[src/rtl/bcd_pair_converter_if.sv]
// bcd_pair_converter_if
//   Request/result bundle between a score source and the dual BCD converter.
//   master : drives START, VALUE_1, VALUE_2; observes the results.
//   slave  : the converter; drives TO_OUTPUT, BUSY, DONE, OVERFLOW.
// Signals:
//   START      request a conversion (taken only while the converter is idle)
//   VALUE_1    binary value for the left digit group  (BIN_W bits)
//   VALUE_2    binary value for the right digit group (BIN_W bits)
//   TO_OUTPUT  packed BCD display word, {value 1, value 2}
//   BUSY       conversion in progress
//   DONE       one-cycle pulse when TO_OUTPUT has just been updated
//   OVERFLOW   an input of the last accepted conversion was saturated
interface bcd_pair_converter_if #(
  parameter int BIN_W = 14
);
  logic             START;
  logic [BIN_W-1:0] VALUE_1;
  logic [BIN_W-1:0] VALUE_2;
  logic [31:0]      TO_OUTPUT;
  logic             BUSY;
  logic             DONE;
  logic             OVERFLOW;

  modport master (
    output START, VALUE_1, VALUE_2,
    input  TO_OUTPUT, BUSY, DONE, OVERFLOW
  );

  modport slave (
    input  START, VALUE_1, VALUE_2,
    output TO_OUTPUT, BUSY, DONE, OVERFLOW
  );
endinterface

[src/rtl/bcd_pair_converter.sv]
// bcd_pair_converter
//   Converts two unsigned binary values into two 4-digit BCD groups with the
//   shift-add-3 (double dabble) algorithm, one bit per clock, both values in
//   parallel. The result is packed into the 32-bit word feeding the 8-digit
//   seven-segment scanner: value 1 on the left four digits, value 2 on the
//   right four. Inputs above MAX_VAL are clamped to MAX_VAL and flagged.
// Ports:
//   CLK  system clock
//   RST  synchronous, active-high reset (wins over START, aborts a conversion)
//   bus  slave side of bcd_pair_converter_if (START/VALUE_n in, results out)
// Parameters:
//   BIN_W    width of each binary input (14 covers 0..9999)
//   MAX_VAL  saturation limit applied to each input
// Build option:
//   LEADING_ZERO_BLANK_EN  when defined, leading zero digits of each group
//                          are replaced by the blank code 4'hF (the ones digit
//                          is always shown).
module bcd_pair_converter #(
  parameter int BIN_W   = 14,
  parameter int MAX_VAL = 9999
) (
  input logic                CLK,
  input logic                RST,
  bcd_pair_converter_if.slave bus
);

  localparam int               CNT_W = (BIN_W > 1) ? $clog2(BIN_W) : 1;
  localparam logic [CNT_W-1:0] LAST  = CNT_W'(BIN_W - 1);
  localparam logic [BIN_W-1:0] MAX_V = BIN_W'(MAX_VAL);

  typedef enum logic {IDLE, SHIFT} state_t;

  state_t           state_reg, state_next;
  logic [CNT_W-1:0] cnt_reg;
  logic             load_en, shift_en, last_shift;

  logic [1:0]       over_w;
  logic [1:0][15:0] acc_shift_w;

  logic [31:0]      to_output_reg;
  logic             done_reg;
  logic             overflow_reg;
  logic             ovf_cap_reg;

  // One double-dabble step: correct every nibble >= 5 by +3, then shift the
  // next binary bit in at the bottom.
  function automatic logic [15:0] dd_step(input logic [15:0] acc, input logic in_bit);
    logic [15:0] adj;
    for (int i = 0; i < 4; i++) begin
      adj[4*i +: 4] = (acc[4*i +: 4] >= 4'd5) ? acc[4*i +: 4] + 4'd3 : acc[4*i +: 4];
    end
    return {adj[14:0], in_bit};
  endfunction

  // Final formatting of one 4-digit group before it reaches the display.
  function automatic logic [15:0] fmt_group(input logic [15:0] d);
`ifdef LEADING_ZERO_BLANK_EN
    logic [15:0] r;
    r = d;
    // Nested tests keep blanking contiguous from the left; ones never blank.
    if (d[15:12] == 4'd0) begin
      r[15:12] = 4'hF;
      if (d[11:8] == 4'd0) begin
        r[11:8] = 4'hF;
        if (d[7:4] == 4'd0) begin
          r[7:4] = 4'hF;
        end
      end
    end
    return r;
`else
    return d;
`endif
  endfunction

  // ---------------- FSM: state register ----------------
  always_ff @(posedge CLK) begin
    if (RST) begin
      state_reg <= IDLE;
    end else begin
      state_reg <= state_next;
    end
  end

  // ---------------- FSM: next state ----------------
  always_comb begin
    state_next = state_reg;
    case (state_reg)
      IDLE:    if (bus.START) state_next = SHIFT;
      SHIFT:   if (cnt_reg == LAST) state_next = IDLE;
      default: state_next = IDLE;
    endcase
  end

  // ---------------- FSM: outputs ----------------
  always_comb begin
    load_en    = 1'b0;
    shift_en   = 1'b0;
    last_shift = 1'b0;
    case (state_reg)
      IDLE:  load_en = bus.START;
      SHIFT: begin
        shift_en   = 1'b1;
        last_shift = (cnt_reg == LAST);
      end
      default: ;
    endcase
  end

  // Bit counter: 0..BIN_W-1 across the shift phase.
  always_ff @(posedge CLK) begin
    if (RST || load_en || last_shift) begin
      cnt_reg <= '0;
    end else if (shift_en) begin
      cnt_reg <= cnt_reg + 1'b1;
    end
  end

  // ---------------- Per-channel datapath (0 = left, 1 = right) ----------------
  genvar gi;
  generate
    for (gi = 0; gi < 2; gi++) begin : gen_ch
      logic [BIN_W-1:0] raw_val;
      logic [BIN_W-1:0] bin_reg;
      logic [15:0]      acc_reg;

      if (gi == 0) begin : g_left
        assign raw_val = bus.VALUE_1;
      end else begin : g_right
        assign raw_val = bus.VALUE_2;
      end

      assign over_w[gi]      = (raw_val > MAX_V);
      assign acc_shift_w[gi] = dd_step(acc_reg, bin_reg[BIN_W-1]);

      always_ff @(posedge CLK) begin
        if (RST) begin
          bin_reg <= '0;
          acc_reg <= '0;
        end else if (load_en) begin
          bin_reg <= over_w[gi] ? MAX_V : raw_val;
          acc_reg <= '0;
        end else if (shift_en) begin
          bin_reg <= bin_reg << 1;
          acc_reg <= acc_shift_w[gi];
        end
      end
    end
  endgenerate

  // ---------------- Result registers ----------------
  // TO_OUTPUT/OVERFLOW only move on the final shift, so the scanner never
  // sees a partially converted value.
  always_ff @(posedge CLK) begin
    if (RST) begin
      to_output_reg <= '0;
      overflow_reg  <= 1'b0;
      ovf_cap_reg   <= 1'b0;
      done_reg      <= 1'b0;
    end else begin
      done_reg <= last_shift;
      if (load_en) begin
        ovf_cap_reg <= |over_w;
      end
      if (last_shift) begin
        to_output_reg <= {fmt_group(acc_shift_w[0]), fmt_group(acc_shift_w[1])};
        overflow_reg  <= ovf_cap_reg;
      end
    end
  end

  assign bus.TO_OUTPUT = to_output_reg;
  assign bus.OVERFLOW  = overflow_reg;
  assign bus.DONE      = done_reg;
  assign bus.BUSY      = (state_reg == SHIFT);

endmodule

[src/flat_wrapper.sv]
// flat-port wrapper written by rule: the top's interface ports become plain ports
module bcd_pair_converter_flat 
#(
  parameter int BIN_W   = 14,
  parameter int MAX_VAL = 9999
)
  (CLK, RST, bus_START, bus_VALUE_1, bus_VALUE_2, bus_TO_OUTPUT, bus_BUSY, bus_DONE, bus_OVERFLOW);
  bcd_pair_converter_if #(.BIN_W(BIN_W)) bus_i ();
  input logic CLK;
  input logic RST;
  input wire logic [$bits(bus_i.START)-1:0] bus_START;
  input wire logic [$bits(bus_i.VALUE_1)-1:0] bus_VALUE_1;
  input wire logic [$bits(bus_i.VALUE_2)-1:0] bus_VALUE_2;
  output wire logic [$bits(bus_i.TO_OUTPUT)-1:0] bus_TO_OUTPUT;
  output wire logic [$bits(bus_i.BUSY)-1:0] bus_BUSY;
  output wire logic [$bits(bus_i.DONE)-1:0] bus_DONE;
  output wire logic [$bits(bus_i.OVERFLOW)-1:0] bus_OVERFLOW;
  assign bus_i.START = bus_START;
  assign bus_i.VALUE_1 = bus_VALUE_1;
  assign bus_i.VALUE_2 = bus_VALUE_2;
  assign bus_TO_OUTPUT = bus_i.TO_OUTPUT;
  assign bus_BUSY = bus_i.BUSY;
  assign bus_DONE = bus_i.DONE;
  assign bus_OVERFLOW = bus_i.OVERFLOW;
  bcd_pair_converter #(.BIN_W(BIN_W), .MAX_VAL(MAX_VAL)) u_core (.CLK(CLK), .RST(RST), .bus(bus_i));
endmodule
[config.mk]
export PLATFORM = sky130hd
export DESIGN_NAME = bcd_pair_converter_flat
export DESIGN_NICKNAME = d
export VERILOG_FILES = /design/src/rtl/bcd_pair_converter_if.sv /design/src/rtl/bcd_pair_converter.sv /design/src/flat_wrapper.sv
export SDC_FILE = /design/constraint.sdc
export NUM_CORES = 1
export LEC_CHECK = 0
export ABC_CLOCK_PERIOD_IN_PS = 4000
export CORE_MARGIN = 5
export CORE_UTILIZATION = 30
export DETAILED_ROUTE_END_ITERATION = 6
export GPL_ROUTABILITY_DRIVEN = 0
export GPL_TIMING_DRIVEN = 0
export PLACE_DENSITY = 0.47
export SYNTH_ARGS = -nofsm -noshare
export SYNTH_HDL_FRONTEND = slang
export SYNTH_SLANG_ARGS = --single-unit
[constraint.sdc]
create_clock -name CLK -period 4 [get_ports CLK]
set_clock_uncertainty 0.15 [all_clocks]
set_input_delay 0.8 -clock CLK [delete_from_list [all_inputs] [get_ports CLK]]
set_output_delay 0.8 -clock CLK [all_outputs]
set_load 0.02 [all_outputs]
==> Flow_metrics.wiki, run 1 <==
{| class="wikitable"
! Metric !! Value
|-
| Initial standard-cell utilization of the core || around 31%
|-
| Number of distinct library cells after synthesis || 40
|-
| Total global routing overflow || 0
|-
| Fraction of registers with async set/reset || 0%
|-
| Count of flip-flops with a built-in enable after synthesis || 0
|-
| Synthesized flop and latch total || 100
|-
| Max capacitance violation total || 0
|-
| Overall via count from detail_route || approximately 4000
|-
| Final min period || 2.61 ns
|-
| Final antenna diode count || 0
|-
| Maximum number of pins on one net before global-route repair || 16
|-
| Number of global-route vias before repair || roughly 4100
|-
| Standard cell with the maximum stage delay on the critical path || sky130_fd_sc_hd__buf_1
|-
| Worst reg2reg path depth || 6
|-
| Crit share post-route || ~65%
|-
| Cell total after placement || around 800
|-
| Global-route layer with the greatest usage || met2
|-
| Critical Path Start Type || primary input
|-
| CTS tree || built
|-
| Syn Area/Cell || 8.67 µm²
|-
| Number of antenna violations at the first check in global routing || 0
|-
| Post-route design area || 0.00593 mm²
|-
| Quantity of I/O buffers inserted on ports || 65
|-
| Synth warnings || 0
|-
| Setup TNS || 0 ns
|-
| Class of the most critical hold timing path || reg2reg
|-
| Cells taking the most area after synthesis || sky130_fd_sc_hd__dfxtp_1 43%, sky130_fd_sc_hd__a21oi_1 7.1%, sky130_fd_sc_hd__ha_1 4.8%
|-
| H-tree depth reported by CTS || 3
|-
| Post-CTS setup repair buffer count || 0
|-
| Nets || 664
|-
| Worst reg2reg startpoint || u_core.cnt_reg[1]$_SDFFE_PP0P_
|-
| Resize count post-CTS || 0
|-
| WL final || ~14 mm
|-
| CP Data Arrival Time || 2.65 ns
|-
| Commonest register cell after synthesis || sky130_fd_sc_hd__dfxtp_1
|-
| Largest area contributor in the netlist || sky130_fd_sc_hd__dfxtp_1
|-
| Grt met1 use || around 20%
|-
| Max Freq || roughly 0.38 GHz
|-
| Detailed placer's ending HPWL || just under 10 mm
|-
| Top fanout value on the critical path || 10
|-
| Minimum setup slack among reg-to-reg paths || between 1.5 and 2 ns
|-
| RSZ-0062 raised after global routing || false
|-
| Dpl cell area || 0.00559 mm²
|-
| Post-Synthesis Net Count || 588
|-
| Initial DRC Count || between 200 and 250
|-
| DRT Pass-1 Iters || 4
|-
| Leakage power of the design || just under 0.002 µW
|-
| Total CTS buffers || 9
|-
| Setup crit end || u_core.bus.TO_OUTPUT[12]$_SDFFE_PP0P_
|-
| Die outline area || 0.0182 mm²
|-
| Die extent in y || between 100 and 150 µm
|-
| Endpoint of the most critical register-to-register path || u_core.bus.TO_OUTPUT[14]$_SDFFE_PP0P_
|-
| Netlist Area Pre-Place || around 0.0047 mm²
|-
| Wire length of the first global-routing pass || 21.8 mm
|-
| CTS Sinks || 100
|-
| Required time at the worst-slack endpoint || between 4 and 5 ns
|-
| Overall global routing resource usage || between 10% and 20%
|-
| Fraction of met2 tracks used by global routing || 25.1%
|-
| Number of vias per cell after detailed routing || 4.96
|-
| Worst skew pair latency || 0.35 ns
|-
| VDD IR-drop max || between 0.2 and 0.25 mV
|-
| Clock transition at the register clock pins on the worst setup and hold paths after CTS || approximately 0.070 ns
|-
| Share of post-route cells with drive strength above 1 || a little under a tenth
|-
| Cells after synthesis || between 500 and 600
|-
| Startpoint-to-endpoint class of the critical path || in2reg
|-
| List of cells traversed by the critical path || clkdlybuf4s50_1, clkbuf_1, buf_1, a211oi_1
|-
| Routed WL per cell || approximately 17 µm
|-
| Final standard cell utilization of the core || 38.9%
|-
| Final Max Tran Viols || 0
|-
| Total of fill cells in the finished design || approximately 1600
|-
| Boundary pin count || 66
|-
| Final hold violations || 0
|-
| Remaining DRCs || 0
|-
| Launching element of the worst setup path || RST
|-
| Number of rows created at floorplan || 45
|-
| Crit path largest cell delay || between 0.6 and 0.7 ns
|-
| Root buffer cell || sky130_fd_sc_hd__clkbuf_16
|-
| Global routing usage on met3 || 2.61%
|-
| Longest Clk Path Bufs || 2
|-
| Die extent in x || 135 µm
|-
| Slew @ Worst Pin || ~0.76 ns
|-
| Run status || finished, final reports clean
|-
| Growth of design area from synthesis to finish || 26.8%
|-
| Endpoint kind of the worst setup timing path || flip-flop
|-
| Max-Slew Margin vs Limit || approximately half
|-
| Number of hold buffers added after CTS || 0
|-
| Cell with the most instances after synthesis || sky130_fd_sc_hd__dfxtp_1
|-
| Number of nets with antenna violations after detailed routing || 0
|-
| Total power of the final layout || 2290 µW
|-
| Sequential-to-total area share from yosys stat || between 40% and 50%
|-
| Setup Viol. Count Final || 0
|-
| Number of standard cells in the final layout excluding fillers || 830
|-
| Power density relative to cell area || between 300 and 400 mW/mm²
|-
| Core Footprint || 0.0153 mm²
|-
| Commonest cells post-synth || 100 x sky130_fd_sc_hd__dfxtp_1, 66 x sky130_fd_sc_hd__a21oi_1, 52 x sky130_fd_sc_hd__nor2_1
|-
| Proportion of netlist area held by the largest area contributor || 42.8%
|}
==> worst max-delay path: cells and delay by family <==
kind / cells / cell delay [ns]
compound gates: 1 / 0.10
buf+inv: 3 / 1.74
==> logic make-up after synthesis <==
family	after synthesis	synth area share (%)
buffers and inverters	55	5.51
adders and majority gates	18	4.82
AOI/OAI and AO/OA	161	21.0
muxes	12	2.78
xor gates and xnor gates	11	2.06
DFF	100	42.8
and+or+nand+nor	182	21.1
==> how the worst min path moves through the flow <==
| stage | from | to | slack (ns) | depth (start not counted) |
|---|---|---|---|---|
| after detailed placement | u_core.bus.OVERFLOW$_SDFFE_PP0P_ | u_core.bus.OVERFLOW$_SDFFE_PP0P_ | 0.30 | 2 |
| after CTS | u_core.gen_ch[0].bin_reg[7]$_SDFFE_PP0P_ | u_core.gen_ch[0].bin_reg[8]$_SDFFE_PP0P_ | 0.32 | 2 |
| after floorplan | u_core.ovf_cap_reg$_SDFFE_PP0P_ | u_core.bus.OVERFLOW$_SDFFE_PP0P_ | 0.28 | 2 |
| after global routing | u_core.bus.OVERFLOW$_SDFFE_PP0P_ | u_core.bus.OVERFLOW$_SDFFE_PP0P_ | 0.34 | 2 |
| final | u_core.bus.OVERFLOW$_SDFFE_PP0P_ | u_core.bus.OVERFLOW$_SDFFE_PP0P_ | 0.32 | 2 |
| after global placement | u_core.bus.TO_OUTPUT[0]$_SDFFE_PP0P_ | u_core.bus.TO_OUTPUT[0]$_SDFFE_PP0P_ | 0.30 | 2 |
==> cell usage in the layout (no fill, tap or decap), types with 15 or more instances in the layout <==
cell type / Yosys / final
sky130_fd_sc_hd__nor2_1: 52 / 52
sky130_fd_sc_hd__a21oi_1: 66 / 66
sky130_fd_sc_hd__ha_1: 18 / 18
sky130_fd_sc_hd__clkdlybuf4s50_1: 0 / 65
sky130_fd_sc_hd__nand2b_1: 31 / 31
sky130_fd_sc_hd__nand3b_1: 16 / 16
sky130_fd_sc_hd__nor3b_1: 22 / 22
sky130_fd_sc_hd__o22ai_1: 20 / 20
sky130_fd_sc_hd__o21ai_0: 43 / 43
sky130_fd_sc_hd__inv_1: 19 / 19
sky130_fd_sc_hd__nand2_1: 28 / 28
sky130_fd_sc_hd__dfxtp_1: 100 / 100
sky130_fd_sc_hd__clkbuf_1: 14 / 15
==> where the power goes <==
| part | leakage (µW) | switching [µW] | internal (µW) |
|---|---|---|---|
| clock | 0.000162 | 389 | 626 |
| sequential | 0.000812 | 18.4 | 1020 |
| combinational | 0.00101 | 135 | 99.1 |
| total | 0.00199 | 543 | 1750 |
==> per-stage QoR <==
stage                     setup slack [ns]  hold slack [ns]
after CTS                             1.35            0.318
after detailed placement             0.988            0.304
after floorplan                       2.16            0.282
after global placement                1.02            0.304
final                                 1.39            0.316
after global routing                  1.27            0.341
==> cell type report <==
class,instances,area [µm²],area share (%)
multi-input combinational,384,2420,40.7
clock buffer,11,243,4.09
sequential,100,2000,33.8
buffer,35,183,3.08
tap,211,264,4.45
clock inverter,4,97.6,1.65
timing repair buffer,65,651,11.0
inverter,20,75.1,1.27
==> per-layer routing <==
layer	vias to the layer above	wire [µm]	part of all wire [%]
met5	-	0	0
met4	0	297	2.2
met3	24	464	3.4
met2	75	6350	46
met1	1965	6640	48
li1	2051	-	-
(Power assumes the default switching activity.)
==> run 2, diff against run 1 <==
--- a/config.mk
+++ b/config.mk
@@ -5,13 +5,13 @@
 export SDC_FILE = /design/constraint.sdc
 export NUM_CORES = 1
 export LEC_CHECK = 0
-export ABC_CLOCK_PERIOD_IN_PS = 4000
+export ABC_CLOCK_PERIOD_IN_PS = 2300
 export CORE_MARGIN = 5
 export CORE_UTILIZATION = 30
 export DETAILED_ROUTE_END_ITERATION = 6
 export GPL_ROUTABILITY_DRIVEN = 0
 export GPL_TIMING_DRIVEN = 0
-export PLACE_DENSITY = 0.47
+export PLACE_DENSITY = 0.49
 export SYNTH_ARGS = -nofsm -noshare
 export SYNTH_HDL_FRONTEND = slang
 export SYNTH_SLANG_ARGS = --single-unit
==> constraint.sdc (replaced) <==
create_clock -name CLK -period 2.3 [get_ports CLK]
set_clock_uncertainty 0.15 [all_clocks]
set_input_delay 0.46 -clock CLK [delete_from_list [all_inputs] [get_ports CLK]]
set_output_delay 0.46 -clock CLK [all_outputs]
set_load 0.02 [all_outputs]
==> run 2 against run 1 <==
Compared with the run above: non-clock buffer count unchanged; clock power grew 97%; critical path depth increased by 2; worst hold slack got worse by 0.0017 ns.
==> Flow_metrics.wiki, run 2 (synthesis results as in run 1) <==
{| class="wikitable"
! Metric !! Value
|-
| Crit share post-route || 90.8%
|-
| Root buffer cell || sky130_fd_sc_hd__clkbuf_16
|-
| Endpoint of the most critical register-to-register path || u_core.bus.TO_OUTPUT[14]$_SDFFE_PP0P_
|-
| CP Data Arrival Time || 2.16 ns (-0.49 ns)
|-
| Power density relative to cell area || 703 mW/mm² (+82%)
|-
| Wire length of the first global-routing pass || 21.4 mm (-2.0%)
|-
| Max Freq || between 0.4 and 0.5 GHz
|-
| Slew @ Worst Pin || 0.714 ns (-0.0412 ns)
|-
| Number of vias per cell after detailed routing || 4.95 (-0.17%)
|-
| Number of nets with antenna violations after detailed routing || 0 (unchanged)
|-
| Die outline area || 0.0182 mm² (unchanged)
|-
| DRT Pass-1 Iters || 4 (unchanged)
|-
| Detailed placer's ending HPWL || 9.63 mm (-1.5%)
|-
| Most frequent standard cell in the layout excluding fill and tap cells || sky130_fd_sc_hd__dfxtp_1
|-
| Remaining DRCs || 0 (unchanged)
|-
| Boundary pin count || 66 (unchanged)
|-
| Startpoint-to-endpoint class of the critical path || reg2reg
|-
| Final antenna diode count || 0 (unchanged)
|-
| Post-CTS setup repair buffer count || 0 (unchanged)
|-
| Class of the most critical hold timing path || reg2reg
|-
| H-tree depth reported by CTS || 3 (unchanged)
|-
| Nets || 664 (unchanged)
|-
| Total global routing overflow || 0 (unchanged)
|-
| CTS tree || built
|-
| RSZ-0062 raised after global routing || false
|-
| Final worst slack || 0.212 ns (-1.18 ns)
|-
| Total CTS buffers || 9 (unchanged)
|-
| Minimum setup slack among reg-to-reg paths || 0.21 ns (-1.69 ns)
|-
| Share of post-route cells with drive strength above 1 || 9.84% (+0.47 points)
|-
| Final Max Tran Viols || 0 (unchanged)
|-
| WL final || 13.6 mm (-0.97%)
|-
| Run status || finished, final reports clean
|-
| Required time at the worst-slack endpoint || 2.37 ns (-1.67 ns)
|-
| Number of hold buffers added after CTS || 0 (unchanged)
|-
| Maximum number of pins on one net before global-route repair || 17 (+1)
|-
| Overall global routing resource usage || 15.1% (-0.23 points)
|-
| Final hold violations || 0 (unchanged)
|-
| VDD IR-drop max || 0.409 mV (+72%)
|-
| Worst reg2reg path depth || 6 (unchanged)
|-
| Worst skew pair latency || 0.36 ns (about the same)
|-
| Critical Path Start Type || flip-flop
|-
| Longest Clk Path Bufs || 2 (unchanged)
|-
| Most used cells in the layout excluding fill and tap cells || 100 x sky130_fd_sc_hd__dfxtp_1, 66 x sky130_fd_sc_hd__a21oi_1, 65 x sky130_fd_sc_hd__clkdlybuf4s50_1
|-
| Die extent in y || 135 µm (unchanged)
|-
| Number of standard cells in the final layout excluding fillers || 831 (+0.12%)
|-
| Max-Slew Margin vs Limit || 52.4% (+2.7 points)
|-
| Die extent in x || 135 µm (unchanged)
|-
| Setup Viol. Count Final || 0 (unchanged)
|-
| Cell total after placement || 815 (unchanged)
|-
| Quantity of I/O buffers inserted on ports || 65 (unchanged)
|-
| Number of rows created at floorplan || 45 (unchanged)
|-
| Initial standard-cell utilization of the core || 30.6% (unchanged)
|-
| Top fanout value on the critical path || 10 (unchanged)
|-
| Core Footprint || 0.0153 mm² (unchanged)
|-
| Final min period || 2.09 ns
|-
| Max capacitance violation total || 0 (unchanged)
|-
| Worst reg2reg startpoint || u_core.cnt_reg[1]$_SDFFE_PP0P_
|-
| Routed WL per cell || 16.4 µm (-1.1%)
|-
| Worst Min Path Start || u_core.bus.TO_OUTPUT[0]$_SDFFE_PP0P_
|-
| Overall via count from detail_route || 4113 (-0.049%)
|-
| Worst slack, placed || -0.313 ns (-1.30 ns)
|-
| Initial DRC Count || 236 (+3.5%)
|-
| Clock transition at the register clock pins on the worst setup and hold paths after CTS || 0.07 ns (about the same)
|-
| CTS Sinks || 100 (unchanged)
|-
| Number of global-route vias before repair || 4078 (-1.1%)
|-
| Leakage power of the design || 0.00201 µW (+1.3%)
|-
| Worst Hold End || u_core.bus.TO_OUTPUT[0]$_SDFFE_PP0P_
|-
| Instance count along the most critical hold path || 2 (unchanged)
|-
| Endpoint kind of the worst setup timing path || flip-flop
|-
| Number of antenna violations at the first check in global routing || 0 (unchanged)
|-
| Growth of design area from synthesis to finish || 27.9%
|}
run 2: cell types whose count changed in the layout (fill, tap and decap cells not counted), sizes merged:
cell    previous run  this run
bufinv             3         5
buf               21        20
clkbuf            25        24
clkinv             0         1
run 2: area by class of cell:
type,instances,area (µm²)
Fill cell,1580,9280
Multi-Input combinational cell,384,2420
Sequential cell,100,2000
Timing Repair Buffer,65,651
Tap cell,211,264
Clock buffer,9,225
Buffer,35,184
Clock inverter,7,163
Inverter,20,75.1
run 2: what timing repair did:
action	in CTS	in global routing
resized for setup	0	1
endpoints found under the hold margin	0	0
endpoints found under the setup margin	0	6
run 2: power breakdown:
group          internal, µW  total (µW)  switching, µW  leakage, µW
registers              1780        1810           32.6     0.000812
logic                   173         404            231      0.00102
clock network          1280        1990            706     0.000186
run 2: through the flow:
step | TNS (ns) | instance area (µm²) | util, % | hold slack, ns | total power [µW]
6_report | 0 | 5980 | 39.2 | 0.314 | 4200
5_1_grt | 0 | 5980 | 39.2 | 0.342 | 4360
4_1_cts | 0 | 5980 | 39.2 | 0.319 | 4250
3_5_place_dp | -7.46 | 5590 | 36.6 | 0.298 | 2260
3_3_place_gp | -6.65 | 5590 | 36.6 | 0.303 | 2250
2_1_floorplan | 0 | 4680 | - | 0.282 | 2100
run 2: worst max-delay path by stage:
stage          cells after the start                                     start                               endpoint  slack [ns]
6_report                           6            u_core.cnt_reg[1]$_SDFFE_PP0P_  u_core.bus.TO_OUTPUT[14]$_SDFFE_PP0P_        0.21
5_1_grt                            6            u_core.cnt_reg[1]$_SDFFE_PP0P_  u_core.bus.TO_OUTPUT[29]$_SDFFE_PP0P_        0.03
4_1_cts                            4                                       RST  u_core.bus.TO_OUTPUT[15]$_SDFFE_PP0P_        0.06
3_5_place_dp                       4                                       RST  u_core.bus.TO_OUTPUT[15]$_SDFFE_PP0P_       -0.31
3_3_place_gp                       4                                       RST  u_core.bus.TO_OUTPUT[15]$_SDFFE_PP0P_       -0.29
2_1_floorplan                      6  u_core.gen_ch[0].acc_reg[1]$_SDFFE_PP0P_  u_core.bus.TO_OUTPUT[18]$_SDFFE_PP0P_        0.70
run 2: critical path, cell delays in order (launching register included):
cell,delay [ns]
sky130_fd_sc_hd__dfxtp_1,0.39
sky130_fd_sc_hd__inv_1,0.06
sky130_fd_sc_hd__ha_1,0.19
sky130_fd_sc_hd__and4_1,0.23
sky130_fd_sc_hd__nand2b_1,0.30
sky130_fd_sc_hd__clkbuf_1,0.47
sky130_fd_sc_hd__o21ai_0,0.16
run 2: layer usage:
metal,share of wire (%),GRT usage (%),vias to the layer above
li1,-,-,2059
met1,46,19.5,1969
met2,48,25.3,72
met3,4.5,3.20,13
met4,1.6,4.81,0
met5,0,0,-
